`config.mk`:
```
export PLATFORM = sky130hd
export DESIGN_NAME = check_bus_monitor
export DESIGN_NICKNAME = d
export VERILOG_FILES = /design/src/rtl/check_mon_pkg.sv /design/src/rtl/check_mon_ser.sv /design/src/rtl/check_bus_monitor.sv
export SDC_FILE = /design/constraint.sdc
export NUM_CORES = 1
export LEC_CHECK = 0
export CAP_MARGIN = 20
export CORE_ASPECT_RATIO = 0.8
export CORE_MARGIN = 1
export CORE_UTILIZATION = 55
export CTS_CLUSTER_DIAMETER = 200
export DETAILED_ROUTE_END_ITERATION = 10
export DONT_BUFFER_PORTS = 1
export GPL_ROUTABILITY_DRIVEN = 0
export PLACE_DENSITY = 0.7
export SETUP_SLACK_MARGIN = 0.05
export SLEW_MARGIN = 30
export SYNTH_ARGS = -nofsm -noshare
export SYNTH_HDL_FRONTEND = slang
export SYNTH_SLANG_ARGS = --single-unit
```
`constraint.sdc`:
```
create_clock -name clk -period 5.6 [get_ports clk]
set_input_delay 0.56 -clock clk [delete_from_list [all_inputs] [get_ports clk]]
set_output_delay 0.56 -clock clk [all_outputs]
set_load 0.02 [all_outputs]
```
`src/rtl/check_mon_pkg.sv`:
```
// Shared types and constants for the check-bus monitor and its serializer.
package check_mon_pkg;

    typedef enum logic {
        StIdle  = 1'b0,
        StShift = 1'b1
    } ser_state_e;

    localparam int unsigned DefWidth = 40;
    localparam int unsigned DefCntW  = 16;

    // Wide enough to count every beat of a dump, including the optional parity beat.
    function automatic int unsigned beat_cnt_w(input int unsigned width);
        return $clog2(width + 1);
    endfunction

    localparam int unsigned DefBeatCntW = beat_cnt_w(DefWidth);

endpackage

```
`src/rtl/check_mon_ser.sv`:
```
// Serial readout of a sticky snapshot, MSB first, with valid/ready handshake.
// Define CHECK_MON_PARITY_EN to append one even-parity beat after the data bits.
module check_mon_ser
    import check_mon_pkg::*;
#(
    parameter int unsigned WIDTH = DefWidth
) (
    input  logic             clk_i,
    input  logic             rst_i,
    input  logic [WIDTH-1:0] snap_i,
    input  logic             dump_req_i,
    input  logic             ser_ready_i,
    output logic             ser_valid_o,
    output logic             ser_bit_o,
    output logic             ser_last_o,
    output logic             busy_o
);

    localparam int unsigned BeatW = beat_cnt_w(WIDTH);
`ifdef CHECK_MON_PARITY_EN
    localparam int unsigned ShiftW = WIDTH + 1;
`else
    localparam int unsigned ShiftW = WIDTH;
`endif
    localparam logic [BeatW-1:0] LastBeat = BeatW'(ShiftW - 1);

    ser_state_e        state_q, state_d;
    logic [ShiftW-1:0] shift_q, shift_d;
    logic [BeatW-1:0]  beat_q, beat_d;
    logic [ShiftW-1:0] load_val;
    logic              in_shift;

    // Parity rides in the LSB so the MSB-first shifter emits it after the data.
`ifdef CHECK_MON_PARITY_EN
    assign load_val = {snap_i, ^snap_i};
`else
    assign load_val = snap_i;
`endif

    always_comb begin
        state_d = state_q;
        shift_d = shift_q;
        beat_d  = beat_q;
        case (state_q)
            StIdle: begin
                if (dump_req_i) begin
                    shift_d = load_val;
                    beat_d  = '0;
                    state_d = StShift;
                end
            end
            StShift: begin
                if (ser_ready_i) begin
                    shift_d = shift_q << 1;
                    if (beat_q == LastBeat) begin
                        beat_d  = '0;
                        state_d = StIdle;
                    end else begin
                        beat_d = beat_q + BeatW'(1);
                    end
                end
            end
            default: state_d = StIdle;
        endcase
    end

    assign in_shift    = (state_q == StShift);
    assign ser_valid_o = in_shift;
    assign busy_o      = in_shift;
    assign ser_bit_o   = in_shift & shift_q[ShiftW-1];
    assign ser_last_o  = in_shift && (beat_q == LastBeat);

    always_ff @(posedge clk_i) begin
        if (rst_i) begin
            state_q <= StIdle;
            shift_q <= '0;
            beat_q  <= '0;
        end else begin
            state_q <= state_d;
            shift_q <= shift_d;
            beat_q  <= beat_d;
        end
    end

endmodule

```
`src/rtl/check_bus_monitor.sv`:
```
// Accumulates failing check-bus samples (sticky bits, saturating count, flag) and
// serializes the sticky bits on request. CHECK_MON_PARITY_EN adds a parity beat.
module check_bus_monitor
    import check_mon_pkg::*;
#(
    parameter int unsigned WIDTH = DefWidth,
    parameter int unsigned CNT_W = DefCntW
) (
    input  logic             clk,
    input  logic             rst,
    input  logic [WIDTH-1:0] chk_in,
    input  logic             chk_valid,
    input  logic             clear,
    output logic             err_flag,
    output logic [CNT_W-1:0] err_cnt,
    output logic [WIDTH-1:0] sticky,
    input  logic             dump_req,
    output logic             ser_valid,
    input  logic             ser_ready,
    output logic             ser_bit,
    output logic             ser_last,
    output logic             busy
);

    logic [WIDTH-1:0] sticky_q, sticky_d;
    logic [CNT_W-1:0] cnt_q, cnt_d;
    logic             flag_q, flag_d;
    logic             fail;

    assign fail = chk_valid && (chk_in != '0);

    // Clear outranks a coincident failing sample; the sample is dropped.
    always_comb begin
        sticky_d = sticky_q;
        cnt_d    = cnt_q;
        flag_d   = flag_q;
        if (clear) begin
            sticky_d = '0;
            cnt_d    = '0;
            flag_d   = 1'b0;
        end else if (fail) begin
            sticky_d = sticky_q | chk_in;
            flag_d   = 1'b1;
            if (cnt_q != '1) begin
                cnt_d = cnt_q + CNT_W'(1);
            end
        end
    end

    always_ff @(posedge clk) begin
        if (rst) begin
            sticky_q <= '0;
            cnt_q    <= '0;
            flag_q   <= 1'b0;
        end else begin
            sticky_q <= sticky_d;
            cnt_q    <= cnt_d;
            flag_q   <= flag_d;
        end
    end

    assign sticky   = sticky_q;
    assign err_cnt  = cnt_q;
    assign err_flag = flag_q;

    // Snapshot uses the registered sticky, so a same-cycle failing sample is excluded.
    check_mon_ser #(
        .WIDTH(WIDTH)
    ) u_ser (
        .clk_i      (clk),
        .rst_i      (rst),
        .snap_i     (sticky_q),
        .dump_req_i (dump_req),
        .ser_ready_i(ser_ready),
        .ser_valid_o(ser_valid),
        .ser_bit_o  (ser_bit),
        .ser_last_o (ser_last),
        .busy_o     (busy)
    );

endmodule
```
==> results by group <==
Setup path
  – Critical path arrival: around 3.3 ns
  – Worst path cell trace: buf_4 > nand2_1 > nand2_2 > buf_4 > o21ai_0 > a21oi_1 > nor2_1
  – Worst Setup End Kind: register
  – WS Path Type: register to register
  – CP dominant cell by count: buf_4
  – CP delay by family, top: buffers and inverters
  – Crit start category: register
  – CP max stage delay: ~0.91 ns
  – Worst Path Required: just under 6 ns
  – CP Max Fanout: 47
  – Critical path's slowest cell: dfxtp_2
  – Worst R2R Setup Slack: 2.52 ns
  – Buf+Inv Stages, Crit Path: 2

Floorplan
  – Die footprint: between 8000 and 9000 µm²
  – Die Y-Extent: approximately 81 µm
  – Io pins: 107
  – Row count: 28
  – Starting Density: 57.1%
  – Core area: ~7500 µm²
  – Die W: 100 µm

Drt
  – Final wirelength: 9370 µm
  – DRT Pass-1 Iters: 4
  – Iteration-0 DRC Markers: ~150
  – Via count: about 3,400
  – Post-route DRC violation count: 0
  – Detail-routed net length per standard cell: ~16 µm
  – Vias per Instance: 6.00
  – Post-DRT Antenna Nets: 0

Synthesis
  – Sequential area share after synthesis: 48.8%
  – Syn nets: between 500 and 600
  – Cells after Synth: 480
  – Mapped Area: around 4300 µm²
  – YS warnings: 0
  – Avg Cell Area, Syn: just under 9 µm²
  – Post-synth top flop: dfxtp_1
  – Distinct cells, synth: 38
  – EDFF count, synth: 0
  – Async S/R FF share, synth: 0%
  – Synthesis-stage register bit count: roughly 100

Layout
  – Layout cells sized above 1: under 10%
  – Synthesis-to-finish area growth: 5.75%
  – Final core occ: 60.4%
  – Final net count: roughly 500
  – Fin cells: 570
  – Diodes inserted: 0

Hold path
  – Worst Hold Class: input pin to register

Clock network
  – Clk_lat worst skew: around 0.36 ns
  – Post-CTS sizing: 0
  – CTS tree: yes
  – CTS max path bufs: 2
  – Root Driver: clkbuf_8
  – Clock transition at path regs: roughly 0.10 ns
  – Total CTS buffers: 9
  – Postcts setup bufs: 0
  – CTS H-tree lvls: 3
  – Clock tree sinks: roughly 100
  – # hold bufs at CTS: 0

Placed design
  – Final HPWL DP: ~6300 µm
  – Post-Place Cells: about 550
  – I/O Buffers: 0

Global routing
  – Initial antenna violation count: 0
  – Largest net degree at the start of global routing: 54
  – All-Layer GR Usage: 23.6%
  – Vias in the first global route: around 3,100
  – First-pass GRT wire length: 15,000 µm
  – Overflow after GRT: 0

STA
  – Layout Skew: ~0.011 ns
  – Final hold viol count: 0
  – Slew headroom: between 40% and 50%
  – Fmax: 325 MHz
  – Slew Viols, Final: 0
  – RSZ-0062 raised after global routing: no
  – TNS Setup: 0 ns
  – Final Cycle Share: between 50% and 60%
  – Slew @ Worst Pin: 0.871 ns
  – Final Critical Period: 3.08 ns
  – Final setup fails: 0

Power and ir drop
  – Pleak: around 1.6 nW
  – Max rail drop VDD: 184 µV
  – P per Cell Area: ~320 nW/µm²

Status
  – Outcome: finished, final reports clean

Flow run
  – Max cap viols: 0
worst paths after layout:
kind | cells past startpoint | endpoint | start
hold / removal | 1 | u_ser.shift_q[7]$_SDFFE_PP0P_ | rst
hold reg to reg | 2 | u_ser.shift_q[2]$_SDFFE_PP0P_ | u_ser.shift_q[2]$_SDFFE_PP0P_
setup / recovery | 7 | u_ser.beat_q[3]$_SDFFE_PP0P_ | u_ser.busy_o$_SDFF_PP0_
setup reg to reg | 7 | u_ser.beat_q[3]$_SDFFE_PP0P_ | u_ser.busy_o$_SDFF_PP0_
through the flow:
stage | hold slack (ns) | power (mW) | cell area (µm²) | setup WS, ns
final | 0.278 | 1.44 | 4510 | 2.52
after global routing | 0.237 | 1.51 | 4510 | 2.24
after CTS | 0.249 | 1.45 | 4490 | 2.53
after detailed placement | 0.487 | 0.948 | 4270 | 2.55
after global placement | 0.472 | 0.942 | 4270 | 2.62
after floorplan | 0.458 | 0.931 | 4260 | 3.66
area by class of cell:
| cell class | instances | area (µm²) |
|---|---|---|
| clock buffers | 10 | 128 |
| clock inverters | 6 | 92.6 |
| fillers | 672 | 2950 |
| inverters | 3 | 11.3 |
| multi-input cells | 340 | 2050 |
| flip-flops and latches | 104 | 2080 |
| well taps | 105 | 131 |
| repair buffers | 2 | 15.0 |
kinds of logic after synthesis:
kind of cell,synth area share [%]
DFF,48.8
buffers and inverters,3.67
and+or+nand+nor,19.0
AOI/OAI and AO/OA,18.1
adders and majority gates,0.587
muxes,9.86
flip-flops by register name, summed over array words and instances, names as in the netlist:
signal         flops
err_flag           1
u_ser.shift_q     40
u_ser.busy_o       1
u_ser.beat_q       6
sticky            40
err_cnt           16
routing by layer:
| layer | track usage (%) | share of wire, % | vias to the layer above |
|---|---|---|---|
| met2 | 36.0 | 44 | 95 |
| met1 | 33.1 | 49 | 1605 |
| met3 | 6.71 | 6.3 | 7 |
| met5 | 0 | 0 | - |
| li1 | - | - | 1712 |
| met4 | 5.22 | 0.86 | 0 |
cells in the final DEF (no fill, tap or decap), drive strengths merged:
cell | Yosys | routed
nand2b | 1 | 1
nor4 | 11 | 11
o31ai | 4 | 4
or3 | 10 | 10
dfxtp | 104 | 104
or4 | 3 | 3
a22oi | 2 | 2
and4 | 3 | 3
o41ai | 2 | 2
and3 | 2 | 2
nor2 | 94 | 94
ha | 2 | 2
nor3b | 1 | 1
a311oi | 1 | 1
inv | 3 | 4
clkinv | 0 | 2
bufinv | 0 | 2
or2 | 2 | 2
a41o | 2 | 2
a211oi | 40 | 40
mux2i | 42 | 42
o31a | 1 | 1
a31o | 1 | 1
nand3 | 8 | 8
nor2b | 2 | 2
nor3 | 5 | 5
o21ai | 10 | 10
clkinvlp | 0 | 1
nand4 | 11 | 11
a31oi | 1 | 1
nand2 | 14 | 14
buf | 11 | 2
a21oi | 57 | 57
and2 | 6 | 6
o211ai | 1 | 1
clkbuf | 22 | 10
o311ai | 1 | 1
synth_stat cells (5+ instances only):
cell / count / area (µm²)
a211oi_1: 40 / 300
a21oi_1: 57 / 285
and2_1: 6 / 37.5
buf_2: 5 / 25.0
clkbuf_1: 22 / 82.6
dfxtp_1: 104 / 2080
mux2i_1: 42 / 420
nand2_1: 14 / 52.6
nand3_1: 8 / 40.0
nand4_1: 11 / 68.8
nor2_1: 94 / 353
nor3_1: 5 / 25.0
nor4_1: 11 / 68.8
o21ai_0: 10 / 50.1
or3_1: 10 / 62.6
report_power, final:
group          internal, mW  switching [mW]  total, mW  leakage, nW
logic                0.0475          0.0636      0.111        0.611
registers             0.776          0.0443      0.820        0.850
clock network         0.255           0.254      0.509        0.108
total                  1.08           0.362       1.44         1.57
(Power assumes the default switching activity.)
